$ cat src/rtl/par_int_rx_fifo.sv
// ============================================================================
// Module   : par_int_rx_fifo
// Brief    : Single-clock receive FIFO for an 8-bit parallel write interface,
//            registered one-cycle-latency read port, registered full/empty.
//            Optional sticky overflow/underflow flags: define PAR_FIFO_ERR_EN.
// Revision : 1.0 - initial release
// ============================================================================
`default_nettype none

module par_int_rx_fifo #(
    parameter int WIDTH = 8,
    parameter int DEPTH = 8,
    parameter int CW    = 4
) (
    input  logic             clk,
    input  logic             rst_n,
    input  logic             i_wr_en,
    input  logic [WIDTH-1:0] i_din,
    input  logic             i_rd_en,
    output logic [WIDTH-1:0] o_dout,
    output logic             o_dout_vld,
    output logic             o_full,
    output logic             o_empty,
    output logic [CW-1:0]    o_count
`ifdef PAR_FIFO_ERR_EN
    ,
    output logic             o_ovf,
    output logic             o_udf
`endif
);

    localparam int            PW          = (DEPTH > 1) ? $clog2(DEPTH) : 1;
    localparam logic [CW-1:0] c_DEPTH_CNT = CW'(DEPTH);

    logic [WIDTH-1:0] r_mem [DEPTH];
    logic [PW-1:0]    r_wr_ptr;
    logic [PW-1:0]    r_rd_ptr;
    logic [CW-1:0]    r_count;
    logic             r_full;
    logic             r_empty;
    logic [WIDTH-1:0] r_dout;
    logic             r_dout_vld;

    logic             w_wr_acc;
    logic             w_rd_acc;
    logic [CW-1:0]    w_count_nxt;

    // Acceptance uses the registered flags, so a full FIFO still takes a
    // read and an empty FIFO still takes a write on a simultaneous request.
    always_comb begin
        w_wr_acc    = i_wr_en & ~r_full;
        w_rd_acc    = i_rd_en & ~r_empty;
        w_count_nxt = r_count;
        if (w_wr_acc && !w_rd_acc) begin
            w_count_nxt = r_count + 1'b1;
        end else if (!w_wr_acc && w_rd_acc) begin
            w_count_nxt = r_count - 1'b1;
        end
    end

    always_ff @(posedge clk) begin
        if (w_wr_acc) begin
            r_mem[r_wr_ptr] <= i_din;
        end
    end

    // Pointers wrap naturally because DEPTH is a power of two.
    always_ff @(posedge clk or negedge rst_n) begin
        if (!rst_n) begin
            r_wr_ptr   <= '0;
            r_rd_ptr   <= '0;
            r_count    <= '0;
            r_full     <= 1'b0;
            r_empty    <= 1'b1;
            r_dout     <= '0;
            r_dout_vld <= 1'b0;
        end else begin
            if (w_wr_acc) begin
                r_wr_ptr <= r_wr_ptr + 1'b1;
            end
            if (w_rd_acc) begin
                r_rd_ptr <= r_rd_ptr + 1'b1;
                r_dout   <= r_mem[r_rd_ptr];
            end
            r_dout_vld <= w_rd_acc;
            r_count    <= w_count_nxt;
            r_full     <= (w_count_nxt == c_DEPTH_CNT);
            r_empty    <= (w_count_nxt == '0);
        end
    end

`ifdef PAR_FIFO_ERR_EN
    logic r_ovf;
    logic r_udf;

    always_ff @(posedge clk or negedge rst_n) begin
        if (!rst_n) begin
            r_ovf <= 1'b0;
            r_udf <= 1'b0;
        end else begin
            if (i_wr_en && r_full) begin
                r_ovf <= 1'b1;
            end
            if (i_rd_en && r_empty) begin
                r_udf <= 1'b1;
            end
        end
    end

    assign o_ovf = r_ovf;
    assign o_udf = r_udf;
`endif

    assign o_dout     = r_dout;
    assign o_dout_vld = r_dout_vld;
    assign o_full     = r_full;
    assign o_empty    = r_empty;
    assign o_count    = r_count;

endmodule

`default_nettype wire

$ cat config.mk
export PLATFORM = sky130hd
export DESIGN_NAME = par_int_rx_fifo
export DESIGN_NICKNAME = d
export VERILOG_FILES = /design/src/rtl/par_int_rx_fifo.sv
export SDC_FILE = /design/constraint.sdc
export NUM_CORES = 1
export LEC_CHECK = 0
export ABC_AREA = 1
export CAP_MARGIN = 40
export CORE_ASPECT_RATIO = 0.6
export CORE_MARGIN = 10
export CORE_UTILIZATION = 35
export CTS_BUF_LIST = sky130_fd_sc_hd__clkbuf_8
export DETAILED_ROUTE_END_ITERATION = 8
export SETUP_SLACK_MARGIN = 0.4
export SYNTH_ARGS = -nofsm -noshare
export SYNTH_HDL_FRONTEND = slang
export SYNTH_SLANG_ARGS = --single-unit
$ cat constraint.sdc
create_clock -name clk -period 1.6 [get_ports clk]
set_input_delay 0.32 -clock clk [delete_from_list [all_inputs] [get_ports clk]]
set_output_delay 0.32 -clock clk [all_outputs]
set_load 0.005 [all_outputs]
==> out/summary.txt <==
status: finished clean
EDFF count, synth: 64
Clock Latency Late Sink: 0.36 ns
Final period util: 94.97%
Synth-to-Final Area Change: 32.91%
RSZ-0062 raised after global routing: yes
Worst path top cell family by delay: simple AND/OR/NAND/NOR gates
nets: 399
largest net degree at the start of global routing: 35
Arrival @ worst endpoint: 1.80 ns
critical path depth in cells: 10
Final setup viols: 0
Iteration-0 DRC Markers: 230
Distinct cells, synth: 28
DRC violations left: 0
Post-DRT Antenna Nets: 0
CTS Buffer Depth: 2
most common cell after layout, fill and taps aside: edfxtp_1
total nets after synthesis: 334
Die Span Y: 98.78 um
clk root buf: clkbuf_8
worst slew pin tran: 0.4994 ns
Comb pwr share: 49.7%
Setup crit start: o_full$_DFF_PN0_
Die W: 151.3 um
Clock Pin Slew Worst Setup and Hold Paths: 0.07 ns
drt via density: 4.918
sequential fraction of the synthesis area: 67.65%
start of the worst register-to-register path: o_full$_DFF_PN0_
Max Transition Viols Final: 0
num rows: 28
port bufs: 26
number of buffers and inverters on the critical path: 3
max-cap violation count: 0
initial core utilization: 36.25%
CTS tree: yes
Internal: 5.446 mW
Mean Syn Cell Area: 11.38 um2
Finished Core Util: 48.18%
Core ar.: 9985 um2
cts hold-fix bufs: 0
number of global-route vias before repair: 2,553
Yosys Warn Count: 0
DP HPWL: 5735 um
CTS H-tree lvls: 3
share of layout cells above drive strength 1: 33.25%
register bit total from synthesis: 85
Critical Path Start Type: register
Main synth FF type: edfxtp_1
Crit-path slowest cell: dfrtp_2
Lkg Pwr: 1.970 nW
most frequent cells in the layout: edfxtp_1, nand2_1, inv_1
GRT Util Overall: 12.47%
cells after synthesis: 318
Max IR drop VDD: 0.7727 mV
power share of the sequential group: 36.0%
die area: 14,940 um2
Tmin final: 1.520 ns
Net Switching: 3.266 mW
GP Congestion: 0.8362
slowest stage delay, CP: 0.43 ns
Rel. slew slack: 66.60%
ANT cells: 0
FFs w/ async S/R, synth: 24.71%
Fin Clk Skew: 0.008420 ns
crit path kind: register to register
Data required, critical path: 1.88 ns
top fanout value on the critical path: 5
Layout fillers: 885
Reg2Reg Depth: 10
grt total ovfl: 0
final wirelength: 9132 um
Cell Pwr Density: 1811 nW/um2
TNS Setup: 0 ns
Fin. Hold Viols: 0
proportion of power drawn by the clock network: 14.3%
Cell Area, Synth: 3620 um2
first-pass GRT wire length: 13,990 um
worst min path class: input port to async pin
achievable frequency: 0.6581 GHz
Num CTS Buffers: 9
initial antenna violation count: 0
clock sinks: 85
DRT Pass-1 Iters: 5
CP cell instances: buf_6 -> buf_6 -> nor2_4 -> buf_6 -> nand2_4 -> nand3_2 -> nand2_2 -> nor2_2 -> nand2_1 -> nor2_1
WL per Instance: 17.46 um
I/O Pins: 27
Crit path top cell by count: buf_6
Switching Fraction: 37.48%
total number of vias: 2,572
CP Capture Type: register
==> Yosys cell counts (3+ instances only) <==
| library cell | count | area share [%] |
|---|---|---|
| ha_1 | 4 | 1.4 |
| nand2_1 | 59 | 6.1 |
| nand2_2 | 4 | 0.69 |
| nand3_1 | 27 | 3.7 |
| buf_2 | 12 | 1.7 |
| o211ai_1 | 16 | 3.3 |
| edfxtp_1 | 64 | 53 |
| o21ai_0 | 15 | 2.1 |
| dfrtp_1 | 20 | 14 |
| o21ai_1 | 3 | 0.41 |
| inv_1 | 46 | 4.8 |
| a21oi_1 | 16 | 2.2 |
| nor2_1 | 13 | 1.3 |
==> power by group through the flow <==
stage	clock, mW	sequential, mW	combinational [mW]
after floorplan	0	3.15	1.83
after global placement	0	3.19	2.90
after detailed placement	0	3.20	2.94
after CTS	1.29	3.12	3.98
after global routing	1.38	3.18	4.70
final	1.25	3.14	4.33
==> state kept, by name, summed over array words and instances, names as in the netlist <==
name	flops
o_full	1
o_dout_vld	1
r_wr_ptr	3
r_rd_ptr	3
r_mem	64
o_empty	1
o_dout	8
o_count	4
==> stage by stage <==
step	hold slack, ns	instances	power, mW	worst slack [ns]	instance area, um2
after CTS	0.3069	520	8.382	0.08822	4673
after detailed placement	0.4750	479	6.138	-0.1768	4163
final	0.3155	523	8.712	0.08049	4811
after floorplan	0.02441	318	4.978	0.2517	3687
after global placement	0.4653	479	6.085	-0.1578	4163
after global routing	0.3309	523	9.263	0.02928	4811
==> kinds of logic (layout without fill, tap and decap cells) <==
| family | after synthesis | after routing | share of synthesized area [%] |
|---|---|---|---|
| adder cells (fa/ha/maj) | 4 | 4 | 1.383 |
| AO/OA/AOI/OAI | 51 | 51 | 8.261 |
| AND/OR/NAND/NOR | 113 | 113 | 14.69 |
| buffers and inverters | 62 | 132 | 7.293 |
| flip-flops | 85 | 85 | 67.65 |
| XOR/XNOR | 3 | 3 | 0.7260 |
==> final timing paths <==
kind,to,slack [ns]
max,o_full$_DFF_PN0_,0.08
min,o_dout[1]$_DFFE_PN0P_,0.32
max reg2reg,o_full$_DFF_PN0_,0.08
min reg2reg,o_dout[7]$_DFFE_PN0P_,0.48
max in group asynchronous,o_empty$_DFF_PN1_,1.01
min in group clk,o_dout[7]$_DFFE_PN0P_,0.48
==> layout make-up <==
class | count | area, um2 | area share, %
multi-input cells | 171 | 1111 | 23.10
clock buffers | 9 | 123.9 | 2.575
well taps | 135 | 168.9 | 3.511
repair buffers | 68 | 739.5 | 15.37
flip-flops and latches | 85 | 2454 | 51.00
inverters | 48 | 180.2 | 3.745
clock inverters | 7 | 33.78 | 0.7022
==> layer usage <==
layer	share of wire [%]	wire [um]	GRT usage, %	up-vias
met1	48	4364	17.57	1270
met2	43	3891	17.78	84
met5	0	0	0	-
li1	-	-	-	1206
met3	8.5	775	4.429	12
met4	1.1	101	3.021	0
==> what timing repair did <==
item,4_1_cts,5_1_grt
gates cloned,7,1
resized for setup,94,34
pin swaps,29,35
setup buffers,18,2
endpoints found under the setup margin,94,96
Power figures use the tool's default switching activity.
